[src/rtl/sha256_round_ctrl.sv]
// Sequencer for one SHA-256 block: IV/digest keep, working-variable load,
// 64 rounds with message-word stalling, final hash update. Enables only, no data.
module sha256_round_ctrl #(
  parameter int ROUNDS    = 64,
  parameter int MSG_WORDS = 16,
  parameter int IDX_W     = 6
) (
  input  logic             clk,
  input  logic             reset,
  input  logic             start,
  input  logic             first_block,
  input  logic             msg_valid,
  output logic             busy,
  output logic             hash_init,
  output logic             wv_load,
  output logic             round_en,
  output logic [IDX_W-1:0] round_idx,
  output logic             w_sel_msg,
  output logic             msg_rd,
  output logic             hash_upd,
  output logic             done
);

  typedef enum logic [2:0] {
    S_IDLE,
    S_INIT,
    S_LOAD,
    S_ROUND,
    S_FINAL,
    S_DONE
  } state_t;

  localparam logic [IDX_W-1:0] LAST_IDX = IDX_W'(ROUNDS - 1);
  localparam logic [IDX_W:0]   MSG_LIM  = (IDX_W + 1)'(MSG_WORDS);

  state_t           state_q, state_d;
  logic [IDX_W-1:0] cnt_q, cnt_d;
  logic             first_q, first_d;

  // NOTE: sequential state uses non-blocking assignments so every flop samples
  // the pre-edge values, independent of process ordering.
  always_ff @(posedge clk) begin
    if (reset) begin
      state_q <= S_IDLE;
      cnt_q   <= '0;
      first_q <= 1'b0;
    end else begin
      state_q <= state_d;
      cnt_q   <= cnt_d;
      first_q <= first_d;
    end
  end

  // NOTE: every signal written here gets a default first, so no path through
  // the case statement can leave one unassigned and infer a latch.
  always_comb begin
    state_d   = state_q;
    cnt_d     = cnt_q;
    first_d   = first_q;
    busy      = 1'b0;
    hash_init = 1'b0;
    wv_load   = 1'b0;
    round_en  = 1'b0;
    round_idx = '0;
    w_sel_msg = 1'b0;
    msg_rd    = 1'b0;
    hash_upd  = 1'b0;
    done      = 1'b0;

    case (state_q)
      S_IDLE: begin
        if (start) begin
          first_d = first_block;
          state_d = S_INIT;
        end
      end
      S_INIT: begin
        busy      = 1'b1;
        hash_init = first_q;
        state_d   = S_LOAD;
      end
      S_LOAD: begin
        busy    = 1'b1;
        wv_load = 1'b1;
        cnt_d   = '0;
        state_d = S_ROUND;
      end
      S_ROUND: begin
        busy      = 1'b1;
        round_idx = cnt_q;
        w_sel_msg = ({1'b0, cnt_q} < MSG_LIM);
        // Only message-fed rounds wait on msg_valid; schedule rounds never stall.
        if (!w_sel_msg || msg_valid) begin
          round_en = 1'b1;
          msg_rd   = w_sel_msg;
          if (cnt_q == LAST_IDX) begin
            cnt_d   = '0;
            state_d = S_FINAL;
          end else begin
            cnt_d = cnt_q + 1'b1;
          end
        end
      end
      S_FINAL: begin
        busy     = 1'b1;
        hash_upd = 1'b1;
        state_d  = S_DONE;
      end
      S_DONE: begin
        busy    = 1'b1;
        done    = 1'b1;
        state_d = S_IDLE;
      end
      default: state_d = S_IDLE;
    endcase
  end

endmodule

[config.mk]
export PLATFORM = sky130hd
export DESIGN_NAME = sha256_round_ctrl
export DESIGN_NICKNAME = d
export VERILOG_FILES = /design/src/rtl/sha256_round_ctrl.sv
export SDC_FILE = /design/constraint.sdc
export NUM_CORES = 1
export LEC_CHECK = 0
export ABC_AREA = 0
export BUFFER_PORTS_ARGS = -buffer_cell sky130_fd_sc_hd__clkbuf_2
export CORE_UTILIZATION = 45
export CTS_CLUSTER_SIZE = 8
export DETAILED_ROUTE_END_ITERATION = 8
export PLACE_DENSITY = 0.71
export RECOVER_POWER = 25
export SLEW_MARGIN = 15
export SYNTH_ARGS = -nofsm -noshare
export SYNTH_HDL_FRONTEND = slang
export SYNTH_SLANG_ARGS = --single-unit
[constraint.sdc]
create_clock -name clk -period 1.8 [get_ports clk]
set_clock_uncertainty 0.1 [all_clocks]
set_input_delay 0.27 -clock clk [delete_from_list [all_inputs] [get_ports clk]]
set_output_delay 0.27 -clock clk [all_outputs]
set_load 0.01 [all_outputs]
==> After elaboration in Yosys (flattened, before gate mapping) <==
Index checks and enable logic that the tools add are counted.
{ "totals": {"output_inout_bits": 14, "word_cells": 40, "in_bits": 5, "regBits": 10} }
{ "classes": {"add_sub_neg": 1, "muxes": 18, "n_eq_ne": 9, "n_reduce_logical": 8, "magnitude_cmp": 1} }
{ "op_table": {"columns": ["operator", "n"], "rows": [
  ["2-to-1 mux 6 bit", 3],
  ["case mux 3 bit (5 select lines)", 1],
  ["case mux 6 bit (2 select lines)", 1],
  ["2-to-1 mux 1 bit", 10],
  ["2-to-1 mux 3 bit", 3],
  ["adder 6 x 1 -> 6 bit (second input constant)", 1],
  ["== test 3 x 2 -> 1 bit (second input constant)", 2],
  ["== test 3 bit (second input constant)", 2],
  ["== test 6 bit (second input constant)", 1],
  ["< comparator 6 x 5 -> 1 bit (second input constant)", 1],
  ["inequality test 2 bit (second input constant)", 3],
  ["OR reduction 5 bit", 1],
  ["AND reduction 2 bit", 2],
  ["== test 3 x 1 -> 1 bit (second input constant)", 1],
  ["zero test 3 bit", 1],
  ["AND reduction 3 bit", 1],
  ["nonzero test 2 bit", 1],
  ["zero test 1 bit", 1],
  ["logical OR 1 bit", 1]
]} }

==> Depth between registers and ports, before layout <==
Gate-level depths: netlist of run 1.
{ "logic_depth": {"word_depth": 5, "mapped_depth": 6} }

==> Worst setup path after synthesis of run 1 <==
No wires, ideal clock.
{ "synth_path": {"kind": "register to output", "start": "reg state_q[2]", "end": "out msg_rd", "n_path_buf": 1, "arrival_time_ps": 1209, "path_slack_ps": 221, "path_stages_with_launch": 5, "cell_sequence": "dfxtp_1 buf_6 nand3b_1 nor3_1 and2_1"} }
{ "synth_via": {"elab_chain_len": 2} }
{ "synth_lines": {"columns": ["item", "line", "text"], "rows": [
  ["start: declaration", "36", "state_t state_q, state_d;"],
  ["start signal: assignment", "48", "state_q <= state_d;"],
  ["== test 3 x 2 -> 1 bit", "70", "case (state_q)"],
  ["2-to-1 mux 1 bit", "70", null],
  ["end: declaration", "19", "output logic msg_rd,"]
]} }
Every way passes these cells.

==> Worst setup path after layout of run 1 <==
{ "layout_path": {"start": "reg state_q[2]", "end": "out round_en"} }
{ "layout_via": {"elab_chain_len": 2} }
{ "layout_lines": {"columns": ["item", "line", "text"], "rows": [
  ["== test 3 x 2 -> 1 bit", "70", null],
  ["2-to-1 mux 1 bit", "70", null],
  ["end: declaration", "16", "output logic round_en,"]
]} }
Every way passes these cells.

==> results of run 1 <==
[metrics by stage]
step | hold WS (ns) | setup WS [ns] | power, mW | cells
6_report | 0.1349 | 0.1040 | 0.5025 | 116
5_1_grt | 0.1526 | 0.01209 | 0.5287 | 116
4_1_cts | 0.1347 | 0.03210 | 0.5098 | 116
3_5_place_dp | 0.3475 | 0.1329 | 0.3017 | 111
3_3_place_gp | 0.3444 | 0.2017 | 0.3004 | 111
2_1_floorplan | 0.3175 | 0.2214 | 0.2805 | 81
[area by class of cell]
cell class	count	area [um2]	area share [%]
multi-input combinational	65	394.1	50.48
clock buffer	4	36.28	4.647
sequential	10	205.2	26.28
tap	15	18.77	2.404
timing repair buffer	22	126.4	16.19
[power by group]
group	total [mW]	switching [mW]	internal, mW
Clock	0.203	0.0805	0.123
Sequential	0.236	0.00821	0.227
Combinational	0.0634	0.0366	0.0268
[cells in the mapped netlist, drive strengths merged]
master	instances	area (um2)
nor2	10	45.04
and2	9	57.56
clkbuf	3	11.26
nor3	3	15.01
or4	2	15.01
a21o	1	7.510
a2bb2oi	1	8.760
ha	1	12.51
o21ai	3	15.01
o21a	1	7.510
and3	3	20.02
nand2	5	18.77
nand3b	4	30.03
nor4bb	1	10.01
nand2b	1	6.260
or3	1	6.260
mux2i	1	10.01
and3b	2	17.52
a31oi	1	6.260
nand3	6	30.03
buf	3	27.52
or4b	1	10.01
dfxtp	10	200.2
a21oi	8	40.04
[how the worst max path moves through the flow]
stage / endpoint / slack [ns] / cells after the start
2_1_floorplan: msg_rd / 0.22 / 4
6_report: round_en / 0.10 / 4
5_1_grt: round_en / 0.01 / 4
3_3_place_gp: cnt_q[4] / 0.20 / 4
3_5_place_dp: cnt_q[4] / 0.13 / 4
4_1_cts: round_idx[4] / 0.03 / 3
[critical path: stages, from the launching register on]
cell	delay, ns
dfxtp_2	0.37
nand3b_1	0.22
buf_4	0.18
nor2_4	0.16
buf_6	0.13
[registers in the layout, summed over array words and instances (netlist names)]
name and cells:
cnt_q 6, state_q 3, first_q 1
[timing repair]
item,CTS,global route
setup endpoints to repair,9,8
resized for setup,1,5
pin swaps,0,1
setup buffers,1,0
[logic make-up (layout without fill, tap and decap cells)]
kind of cell	Yosys count	count (layout)	synth area share, %
AOI/OAI and AO/OA	15	15	13.55
adders and majority gates	1	1	1.992
buffers and inverters	6	26	6.174
DFF	10	10	31.87
muxes	1	1	1.594
and+or+nand+nor	48	48	44.82
[cell usage in the layout (no fill, tap or decap)]
cell type | Yosys | layout
a21o_1 | 1 | 1
a21oi_1 | 8 | 8
a2bb2oi_1 | 1 | 1
a31oi_1 | 1 | 1
and2_1 | 8 | 8
and2_2 | 1 | 1
and3_1 | 2 | 2
and3_2 | 1 | 1
and3b_1 | 2 | 2
buf_4 | 0 | 4
buf_6 | 2 | 1
clkbuf_2 | 0 | 17
clkbuf_4 | 0 | 3
clkbuf_8 | 0 | 1
dfxtp_1 | 10 | 8
dfxtp_2 | 0 | 1
dfxtp_4 | 0 | 1
ha_1 | 1 | 1
mux2i_1 | 1 | 1
nand2_1 | 5 | 5
nand2b_1 | 1 | 1
nand3_1 | 6 | 6
nand3b_1 | 4 | 4
nor2_1 | 9 | 9
nor2_4 | 1 | 1
nor3_1 | 3 | 2
nor3_2 | 0 | 1
nor4bb_1 | 1 | 1
o21a_1 | 1 | 1
o21ai_0 | 3 | 3
or3_1 | 1 | 1
or4_1 | 2 | 2
or4b_1 | 1 | 1
[metal layers]
layer	GRT usage [%]	part of all wire, %	wire length [um]
met5	0	0	0
met4	12.93	2.4	32
met3	5.114	4.0	54
met2	30.00	43	579
met1	29.17	50	674
==> flow_metrics.env, run 1 <==
export IMPL_wl_per_cell_um=11.55
export IMPL_drc=0
export IMPL_root_buffer="clkbuf_4"
export IMPL_rr_worst_depth=5
export IMPL_path_class="flop to output port"
export IMPL_fin_crit_ns=1.696
export IMPL_core_area_um2=1301
export IMPL_placed_area_um2=720.7
export IMPL_ys_ff_latch=10
export IMPL_status="completed"
export IMPL_cts_hold_buf=0
export IMPL_grt_max_degree=14
export IMPL_die_h_um=39.36
export IMPL_vias=639
export IMPL_clock_sinks=10
export IMPL_place_congestion=0.8220
export IMPL_holdCritStartpoint="first_block"
export IMPL_antennaDiodeCount=0
export IMPL_nets=108
export IMPL_n_fill_cell=128
export IMPL_cts_tree="done"
export IMPL_peakVddDrop_v=0.0005702
export IMPL_avgSynthCellArea_um2=7.754
export IMPL_critPathArrivalTime_ns=1.33
export IMPL_rsz0062_at_grt="false"
export IMPL_worst_pin_slew_ns=0.4472
export IMPL_regToRegSetupSlack_ns=0.19
export IMPL_core_rowCount=13
export IMPL_powerDensity_nw_per_um2=643.6
export IMPL_grt_overflow=0
export IMPL_critPathCaptureType="output port"
export IMPL_cts_made_buffers=3
export IMPL_hp_class="input pin to flop"
export IMPL_cts_buffer_depth=2
export IMPL_antenna_found_initial=0
export IMPL_syn_area_um2=628.1
export IMPL_cap_violations=0
export IMPL_path_max_fanout=11
export IMPL_yosysWarnings=0
export IMPL_tns_ns=0
export IMPL_syn_nets=87
export IMPL_synthCells=81
export IMPL_setup_viol_count_final=0
export IMPL_fin_area_um2=780.7
export IMPL_ios=19
export IMPL_slew_headroom_pct=69.96
export IMPL_initial_core_util_pct=48.27
export IMPL_area_delta_synth_final_pct=24.30
export IMPL_r2r_end="cnt_q[0]"
export IMPL_max_freq_mhz=589.6
export IMPL_viasPerCell=5.509
export IMPL_hold_depth=3
export IMPL_timing_final_crit_share_pct=94.22
export IMPL_die_area_um2=1549
export IMPL_grt_pass1_wl_um=2194
export IMPL_p_leak_nw=0.3711
export IMPL_r2r_start="state_q[2]"
export IMPL_io_buffer_count=18
export IMPL_utilization_pct=60.00
export IMPL_min_to="first_q"
export IMPL_htree_levels=1
export IMPL_routed_wl_um=1340
export IMPL_clkTransAtPathRegs_ns=0.06
export IMPL_drv_slew=0
export IMPL_synth_seq_area_share_pct=31.87
export IMPL_drive_above_1_share_pct=31.68
export IMPL_grt_usage_pct=21.43
export IMPL_insertion_delay_ns=0.27
export IMPL_synth_cell_types=28
export IMPL_drt_iter0_drc=14
export IMPL_antenna_left=0
export IMPL_die_w_um=39.36
export IMPL_worstPathRequired_ns=1.43
export IMPL_dr_pass1_iters=4
export IMPL_grt_pass1_vias=490
export IMPL_cp_start_kind="flop"
export IMPL_hold_viol_final=0
export IMPL_setup_worst_path_start="state_q[2]"
export IMPL_dp_hpwl_um=986.5
Note: power is estimated with default switching activity, not from simulation.
==> run 2: changes to the inputs <==
ABC_AREA = default   (was 0)
GPL_TIMING_DRIVEN = 0   (was default)
==> flow_metrics.env, run 2 (same netlist as run 1, synthesis figures left out) <==
export IMPL_die_area_um2=1549
export IMPL_antennaDiodeCount=0
export IMPL_wl_per_cell_um=12.35
export IMPL_vias=652
export IMPL_powerDensity_nw_per_um2=578.9
export IMPL_drc=0
export IMPL_cp_slowest_stage_delay_ns=0.34
export IMPL_drt_iter0_drc=18
export IMPL_fin_area_um2=793.3
export IMPL_insertion_delay_ns=0.26
export IMPL_seqPwrFrac_pct=50.3
export IMPL_setup_worst_path_start="state_q[1]"
export IMPL_die_w_um=39.36
export IMPL_grt_max_degree=11
export IMPL_cp_slowest_cell="dfxtp_2"
export IMPL_rsz0062_at_grt="true"
export IMPL_hold_viol_final=0
export IMPL_final_common_cell="clkbuf_2"
export IMPL_cts_tree="done"
export IMPL_grt_usage_pct=21.28
export IMPL_use_met3_pct=5.114
export IMPL_clkTransAtPathRegs_ns=0.07
export IMPL_holdCritStartpoint="first_block"
export IMPL_drv_slew=0
export IMPL_dr_pass1_iters=4
export IMPL_path_class="flop to output port"
export IMPL_regMostFlops="cnt_q"
export IMPL_placed_area_um2=737.0
export IMPL_cts_made_buffers=3
export IMPL_nets=113
export IMPL_antenna_found_initial=0
export IMPL_core_area_um2=1301
export IMPL_reg_top3="cnt_q (6), state_q (3), first_q (1)"
export IMPL_ios=19
export IMPL_peakVddDrop_v=0.0004032
export IMPL_clkPwrFrac_pct=33.4
export IMPL_dp_hpwl_um=1000
export IMPL_critPathCaptureType="output port"
export IMPL_grt_use_met2_pct=31.67
export IMPL_worst_pin_slew_ns=0.4325
export IMPL_core_rowCount=13
export IMPL_max_freq_mhz=576.1
export IMPL_initial_core_util_pct=48.27
export IMPL_routed_wl_um=1482
export IMPL_cap_violations=0
export IMPL_critPathArrivalTime_ns=1.37
export IMPL_power_internal_uw=334.9
export IMPL_utilization_pct=60.96
export IMPL_grt_use_met1_pct=29.25
export IMPL_cts_buffer_depth=2
export IMPL_switchingPower_uw=124.3
export IMPL_r2r_start="cnt_q[0]"
export IMPL_setup_slack_ns=0.06429
export IMPL_root_buffer="clkbuf_4"
export IMPL_io_buffer_count=18
export IMPL_worstPathRequired_ns=1.43
export IMPL_htree_levels=1
export IMPL_fin_crit_ns=1.736
export IMPL_setup_viol_count_final=0
export IMPL_grt_pass1_wl_um=2208
export IMPL_clock_sinks=10
export IMPL_drive_above_1_share_pct=33.33
export IMPL_path_max_fanout=6
export IMPL_dp_slack_ns=0.1544
export IMPL_hp_class="input pin to flop"
export IMPL_status="completed"
export IMPL_cp_start_kind="flop"
export IMPL_power_share_switching_pct=27.07
export IMPL_grt_busiest_layer="met2"
export IMPL_place_congestion=0.7761
export IMPL_cp_cell_sequence="buf_6 > nand3b_1 > nor3_2 > and2_1 > buf_2"
export IMPL_die_h_um=39.36
export IMPL_grt_overflow=0
export IMPL_layout_common_cells="clkbuf_2, nor2_1, and2_1, a21oi_1, dfxtp_1"
export IMPL_comb_power_share_pct=16.3
export IMPL_largest_register_ffs=6
export IMPL_timing_final_crit_share_pct=96.43
export IMPL_slew_headroom_pct=71.17
export IMPL_grt_pass1_vias=519
export IMPL_p_leak_nw=0.3755
export IMPL_area_delta_synth_final_pct=26.29
export IMPL_viasPerCell=5.433
export IMPL_antenna_left=0
==> run 2: changes by cell type in the layout (fill, tap and decap cells not counted) <==
cell	before	now
and3b_2	0	1
clkbuf_8	1	0
and3b_1	2	1
buf_2	0	2
clkbuf_1	0	2
buf_4	4	5
==> run 2: metal layers <==
layer  vias up  part of all wire (%)  wire length, um
met1       303                    53              786
met5         -                     0                0
met3         0                   2.4               36
met4         0                     0                0
met2        11                    44              659
li1        338                     -                -
==> run 2: area by class of cell <==
type | instances | area, um2
Sequential cell | 10 | 205.2
Multi-Input combinational cell | 65 | 395.4
Tap cell | 15 | 18.77
Buffer | 4 | 23.77
Clock buffer | 3 | 22.52
Timing Repair Buffer | 23 | 127.6
Fill cell | 125 | 508.0
==> run 2: metrics by stage <==
step / setup TNS [ns] / cells / total power, mW / hold slack, ns
CTS: 0 / 117 / 0.4560 / 0.1417
floorplan: 0 / 81 / 0.2805 / 0.3175
global placement: 0 / 114 / 0.3013 / 0.3406
global route: -0.03179 / 120 / 0.4806 / 0.1489
detailed placement: 0 / 114 / 0.3028 / 0.3499
finish: 0 / 120 / 0.4592 / 0.1371
==> run 2: worst max-delay path: cells and delay by family, from the launching register on <==
family	cells	cell delay, ns
and+or+nand+nor	3	0.53
buffers and inverters	2	0.23
DFF	1	0.34
==> run 2: power groups by stage <==
stage	combinational (mW)	sequential, mW	clock, mW
2_1_floorplan	0.0451	0.235	0
3_3_place_gp	0.0651	0.236	0
3_5_place_dp	0.0664	0.236	0
4_1_cts	0.0684	0.231	0.156
5_1_grt	0.0834	0.232	0.165
6_report	0.0748	0.231	0.153
==> run 2: final timing paths <==
path	to	slack, ns	depth (start not counted)
worst max-delay path	msg_rd	0.06	5
worst min-delay path	first_q	0.14	3
worst max register to register	cnt_q[5]	0.10	5
worst min register to register	first_q	0.36	2
==> run 2: what timing repair did <==
action | 4_1_cts | 5_1_grt
pin swaps | 1 | 3
setup buffers | 1 | 4
hold buffers | 0 | 0
setup endpoints to repair | 8 | 8
resized for setup | 3 | 8
endpoints found under the hold margin | 0 | 0
